File: src/rtl/mul_share_arbiter.sv
// Two-requester round-robin front end for one shared pipelined W x W multiplier.
// Optional per-requester grant counters are enabled by defining MUL_ARB_STATS_EN.
module mul_share_arbiter #(
    parameter int W   = 8,
    parameter int LAT = 4
) (
    input  logic           clk,
    input  logic           rst_,
    input  logic           clr,
    input  logic           req0,
    input  logic [W-1:0]   a0,
    input  logic [W-1:0]   b0,
    output logic           gnt0,
    input  logic           req1,
    input  logic [W-1:0]   a1,
    input  logic [W-1:0]   b1,
    output logic           gnt1,
    output logic [W-1:0]   mul_a,
    output logic [W-1:0]   mul_b,
    input  logic [2*W-1:0] mul_p,
    output logic           rsp_valid,
    output logic           rsp_id,
    output logic [2*W-1:0] rsp_data,
    output logic           busy
`ifdef MUL_ARB_STATS_EN
    ,
    output logic [15:0]    cnt0,
    output logic [15:0]    cnt1
`endif
);

    typedef struct packed {
        logic valid;
        logic id;
    } tag_t;

    tag_t [LAT-1:0] tag_q, tag_d;
    logic           rr_q, rr_d;
    logic           elig0, elig1;
    logic           issue, win_id;
    logic           done, any_valid;

    always_comb begin
        // NOTE: every signal driven here gets a default first, so no latch can be inferred.
        tag_d  = '0;
        issue  = 1'b0;
        win_id = 1'b0;
        rr_d   = rr_q;
        // A requester that was granted last cycle sits out one cycle.
        elig0  = req0 & ~gnt0;
        elig1  = req1 & ~gnt1;

        if (clr) begin
            rr_d = 1'b1;
        end else if (elig0 && elig1) begin
            issue  = 1'b1;
            win_id = ~rr_q;
            rr_d   = ~rr_q;
        end else if (elig0) begin
            issue  = 1'b1;
            win_id = 1'b0;
        end else if (elig1) begin
            issue  = 1'b1;
            win_id = 1'b1;
        end

        tag_d[0] = '{valid: issue, id: win_id};
        for (int i = 1; i < LAT; i++) tag_d[i] = tag_q[i-1];
        if (clr) begin
            for (int i = 0; i < LAT; i++) tag_d[i].valid = 1'b0;
        end

        any_valid = 1'b0;
        for (int i = 0; i < LAT; i++) any_valid = any_valid | tag_d[i].valid;

        // The last tag stage lines up with the product currently on mul_p.
        done = tag_q[LAT-1].valid & ~clr;
    end

    // NOTE: sequential state uses non-blocking assignments only, so every register samples pre-edge values.
    always_ff @(posedge clk or negedge rst_) begin
        if (!rst_) begin
            gnt0      <= 1'b0;
            gnt1      <= 1'b0;
            mul_a     <= '0;
            mul_b     <= '0;
            // NOTE: the tag pipe is reset because stale valid bits would emit phantom responses.
            tag_q     <= '0;
            rr_q      <= 1'b1;
            busy      <= 1'b0;
            rsp_valid <= 1'b0;
            rsp_id    <= 1'b0;
            rsp_data  <= '0;
        end else begin
            gnt0      <= issue & ~win_id;
            gnt1      <= issue & win_id;
            if (issue) begin
                mul_a <= win_id ? a1 : a0;
                mul_b <= win_id ? b1 : b0;
            end
            tag_q     <= tag_d;
            rr_q      <= rr_d;
            busy      <= any_valid;
            rsp_valid <= done;
            if (done) begin
                rsp_data <= mul_p;
                rsp_id   <= tag_q[LAT-1].id;
            end
        end
    end

`ifdef MUL_ARB_STATS_EN
    logic [15:0] cnt0_q, cnt1_q;

    always_ff @(posedge clk or negedge rst_) begin
        if (!rst_) begin
            cnt0_q <= '0;
            cnt1_q <= '0;
        end else if (clr) begin
            cnt0_q <= '0;
            cnt1_q <= '0;
        end else begin
            if (gnt0 && cnt0_q != 16'hFFFF) cnt0_q <= cnt0_q + 16'd1;
            if (gnt1 && cnt1_q != 16'hFFFF) cnt1_q <= cnt1_q + 16'd1;
        end
    end

    assign cnt0 = cnt0_q;
    assign cnt1 = cnt1_q;
`endif

endmodule

File: config.mk
export PLATFORM = sky130hd
export DESIGN_NAME = mul_share_arbiter
export DESIGN_NICKNAME = d
export VERILOG_FILES = /design/src/rtl/mul_share_arbiter.sv
export SDC_FILE = /design/constraint.sdc
export NUM_CORES = 1
export LEC_CHECK = 0
export BUFFER_PORTS_ARGS = -buffer_cell sky130_fd_sc_hd__buf_2
export CAP_MARGIN = 25
export CORE_ASPECT_RATIO = 0.7
export CORE_MARGIN = 2
export CORE_UTILIZATION = 45
export DETAILED_ROUTE_END_ITERATION = 7
export GPL_ROUTABILITY_DRIVEN = 0
export PLACE_DENSITY = 0.78
export SYNTH_ARGS = -nofsm -noshare
export SYNTH_HDL_FRONTEND = slang
export SYNTH_SLANG_ARGS = --single-unit
File: constraint.sdc
create_clock -name clk -period 2.1 [get_ports clk]
set_input_delay 0.21 -clock clk [delete_from_list [all_inputs] [get_ports clk]]
set_output_delay 0.21 -clock clk [all_outputs]
set_load 0.02 [all_outputs]
-- Word level (Yosys, flattened, before mapping)
Cells that the tools add are included.
- muxes and demuxes: 15
- bitwise operators: 13
- reduce and logical (&&, ||, !) cells: 2
- operators with widths (kind ; count):
    $mux 8 ; 2
    $mux 1 ; 13
    $and 1x1->1 ; 5
    $not 1->1 ; 5
    $or 1x1->1 ; 3
    $reduce_bool 2->1 ; 1
    $logic_and 1x1->1 ; 1
- bits in registers: 46
- output and inout bits: 37

-- Logic depth before layout (Yosys ltp)
- word-level depth: 10
- mapped depth: 6
- gate-level depth less buffers: 3

-- Least setup slack after synthesis
OpenSTA, ideal clock, no wires.
- path type: reg-to-reg
- start point: reg gnt0
- end point: reg mul_a[0]
- arrival: 1.426 ns
- path slack: 0.548 ns
- cell stages (with the launch flop): 7
- path buffers: 3
- period minus slack after synthesis: 1.552 ns
- cells stage by stage: dfrtp_1 > nand2b_1 > buf_6 > a21o_1 > buf_6 > buf_8 > a221o_1
- longest elaborated chain between the ends: 6
- elaborated cells between the ends (all ways): 10
- those cells by class: mux (7); bitwise (2); reduce/logical (1)
- RTL lines (element ; line ; RTL):
    from (decl) ; 13 ; output logic gnt0,
    from (signal assigned) ; 95 ; gnt0 <= issue & ~win_id;
    $not 1->1 (*) ; 50 ; elig0 = req0 & ~gnt0;
    $and 1x1->1 (*) ; 50 ;
    $mux 1 or $logic_and 1x1->1 (tied branches) ; 59, 55 ;
    $mux 1 ; 55 ; end else if (elig0 && elig1) begin
    $mux 1 ; 53 ; if (clr) begin
    $mux 8 ; 98 ; mul_a <= win_id ? a1 : a0;
    to (signal assigned) ; 98 ;
    to (decl) ; 18 ; output logic [W-1:0] mul_a,
Every way passes the cells marked *; elsewhere a longest branch is shown, timed or not.
A chain may end at the register's enable or synchronous reset.

-- Worst setup path in the final report
- start point: reg rr_q
- end point: reg mul_b[7]
- longest elaborated chain between the ends: 4
- RTL lines (element ; line ; RTL):
    from (decl) ; 38 ; logic rr_q, rr_d;
    from (signal assigned) ; 102 ; rr_q <= rr_d;
    $not 1->1 ; 57 ; win_id = ~rr_q;
    $mux 1 ; 55 ;
    $mux 1 ; 53 ;
    $mux 8 ; 99 ; mul_b <= win_id ? b1 : b0;
    to (signal assigned) ; 99 ;
    to (decl) ; 19 ; output logic [W-1:0] mul_b,
No other way between the ends.

==> flow_summary_export.csv <==
group,metric,value,unit
outcome,status,"finished clean",
yosys,synth_mux_area_share,10.29,%
power,ir_drop,474.8,uV
yosys,synth_fa_ha_area_share,0,%
yosys,yosys.area_share.simple,12.37,%
timing,final_hold_viol_count,0,
yosys,synth_compound_area_share,11.16,%
global_routing,gr-total-overflow,0,
route,drt-total-wl,3740,um
yosys,syn_area,1861,sq um
die,boundaryPins,90,
cts,cts.sinks,46,
timing,worstMarginPinSlew,643.1,ps
setup_path,worstPathArrival,1710,ps
yosys,ys_warn_count,0,
global_routing,use_met1,23.01,%
cts,clkTransAtPathRegs,80,ps
global_routing,gr-usage-met3,5.919,%
global_routing,track_usage,17.45,%
global_routing,grt_pass1_wl,6120,um
timing,fin_crit,1537,ps
place,dp_hpwl,2731,um
global_routing,grt_max_degree,25,
power,cellPowerDensity,920.9,nW/um^2
cts,insertion_delay,290,ps
route,remaining_drc_errors,0,
route,via_per_inst,5.082,
timing,fmax,650.6,MHz
cells_and_area,layout_common_cells,"buf_2, dfrtp_1, nor4b_1, a221o_1, mux2_1",
die,initial_core_util,47.15,%
cells_and_area,final_common_cell,"buf_2",
flow_run,cap_viol_max_count,0,
timing,relSlewSlack,57.08,%
place,io_buffers,89,
setup_path,crit_chain,"nor3b_4 > nor4b_1 > a221o_1",
yosys,ys_seq_elements,46,
yosys,synth_top_family_by_area,"simple AND/OR/NAND/NOR gates",
setup_path,crit_slowest_cell,"nor3b_4",
cts,clk_path_buf_depth,2,
cells_and_area,antennaDiodeCount,0,
cts,cts_resized,0,
global_routing,antenna_found_initial,0,
route,dr.pass1.iters,4,
yosys,syn_nets,176,
power,p_leak,1.247,nW
route,vias,1362,
timing,finalSetupViolations,0,
cells_and_area,nets,268,
cts,cts_htree_levels,2,
timing,fin_tns_setup,0,ps
cts,clock-root-buffer,"clkbuf_8",
cells_and_area,area_growth,32.08,%
setup_path,cp_max_fo,16,
global_routing,grt_pass1_vias,1325,
yosys,netlist_instances,123,
setup_path,required,2270,ps
yosys,synth_cell_type_count,24,
cells_and_area,drive_above_1_share,52.78,%
route,drt-initial-drc-count,50,
yosys,ys_seq_area_share,61.94,%
cts,cts_tree,"yes",
timing,slew_violations,0,
die,fp-row-count,19,
die,core,3946,sq um
setup_path,r2r_slack,560,ps
die,chipWidth,80.86,um
min_path,hp-class,"in2reg",
setup_path,path_class,"reg2reg",
cts,post_cts_buffers,0,
setup_path,slowest_delay,580,ps
cts,cts_hold_buf,1,
timing,fin_skew,5.911,ps
die,die_y,57.80,um
route,ant_nets,0,
global_routing,grt_busiest_layer,"met2",
timing,rsz0062_at_grt,"false",
yosys,postSynthAreaPerCell,15.13,sq um
setup_path,endpoint_kind,"flip-flop",
die,die_area,4673,sq um
timing,fin_crit_sh,73.20,%
yosys,synth-xor-area-share,0,%
route,routedWlPerCell,13.96,um
setup_path,startpoint_type,"flip-flop",
cts,numCtsBuffers,5,
global_routing,use_met2,27.74,%
cells_and_area,post-route-util,62.27,%
report_power, final:
part           internal [W]  switching [W]  leakage, nW  total [W]
clock              0.000332       0.000264       0.0575   0.000596
combinational      0.000240       0.000328        0.607   0.000568
sequential          0.00103      0.0000702        0.583    0.00110
stage by stage:
step / std cells / area (sq um) / hold WS, ps / power, W / setup slack, ps
6_report: 268 / 2457 / 138.4 / 0.002263 / 562.9
4_1_cts: 268 / 2457 / 130.6 / 0.002303 / 553.9
3_5_place_dp: 259 / 2337 / 212.4 / 0.001692 / 565.2
2_1_floorplan: 123 / 1861 / -85.59 / 0.001458 / 547.9
3_3_place_gp: 259 / 2337 / 209.3 / 0.001676 / 600.6
5_1_grt: 268 / 2457 / 126.8 / 0.002407 / 444.9
kinds of logic after synthesis:
| kind of cell | after synthesis |
|---|---|
| compound gates | 20 |
| buf+inv | 12 |
| flops | 46 |
| simple gates | 28 |
| mux | 17 |
worst max-delay path, delay by kind of cell, from the launching register on:
family	cells	cell delay, ps
AND/OR/NAND/NOR	2	720
flip-flops	1	410
AO/OA/AOI/OAI	1	300
metal layers:
metal  vias up  routed length (um)
met1       631                1704
met3         5                 381
met4         0                  31
met2        71                1622
li1        655                   -
met5         -                   0
synthesized netlist by cell type:
| cell | n | area [sq um] |
|---|---|---|
| dfrtp_1 | 45 | 1126 |
| a221o_1 | 16 | 160.2 |
| nor4b_1 | 16 | 140.1 |
| mux2_1 | 9 | 101.4 |
| mux2_2 | 8 | 90.09 |
| nor2b_1 | 4 | 25.02 |
| buf_2 | 3 | 15.01 |
| clkbuf_1 | 3 | 11.26 |
| buf_6 | 2 | 22.52 |
| inv_1 | 2 | 7.510 |
| nor3_1 | 2 | 10.01 |
| a21o_1 | 1 | 7.510 |
| a311oi_1 | 1 | 8.760 |
| a311oi_4 | 1 | 26.28 |
| buf_4 | 1 | 7.510 |
| buf_8 | 1 | 15.01 |
| dfstp_2 | 1 | 26.28 |
| nand2_1 | 1 | 3.750 |
| nand2b_1 | 1 | 6.260 |
| nand2b_4 | 1 | 13.76 |
| nor2_1 | 1 | 3.750 |
| nor3b_4 | 1 | 18.77 |
| o21ai_0 | 1 | 5.000 |
| or3b_1 | 1 | 8.760 |
worst paths after layout:
kind                                                  to                from  depth (start not counted)
worst min-delay path            rsp_data[11]$_DFFE_PN0P_           mul_p[11]                          2
worst max register to register      mul_b[7]$_DFFE_PN0P_    rr_q$_DFFE_PN1P_                          3
max in group asynchronous        rsp_data[1]$_DFFE_PN0P_                rst_                          3
min in group asynchronous             rsp_id$_DFFE_PN0P_                rst_                          2
worst min register to register        tag_d[4]$_DFF_PN0_  tag_d[2]$_DFF_PN0_                          0
worst max-delay path                mul_b[7]$_DFFE_PN0P_    rr_q$_DFFE_PN1P_                          3
flip-flops by register name (all words and copies together), names as in the netlist:
| register | cells |
|---|---|
| tag_q | 5 |
| busy | 1 |
| gnt1 | 1 |
| gnt0 | 1 |
| rr_q | 1 |
| rsp_valid | 1 |
| mul_b | 8 |
| rsp_id | 1 |
| tag_d | 3 |
| mul_a | 8 |
| rsp_data | 16 |
cell type report:
| type | count | area, sq um |
|---|---|---|
| clock buffers | 8 | 110.1 |
| fillers | 350 | 1489 |
| inverters | 2 | 7.507 |
| multi-input cells | 65 | 629.4 |
| flip-flops and latches | 46 | 1152 |
| well taps | 52 | 65.06 |
| repair buffers | 95 | 493.0 |
Note: power is estimated with default switching activity, not from simulation.
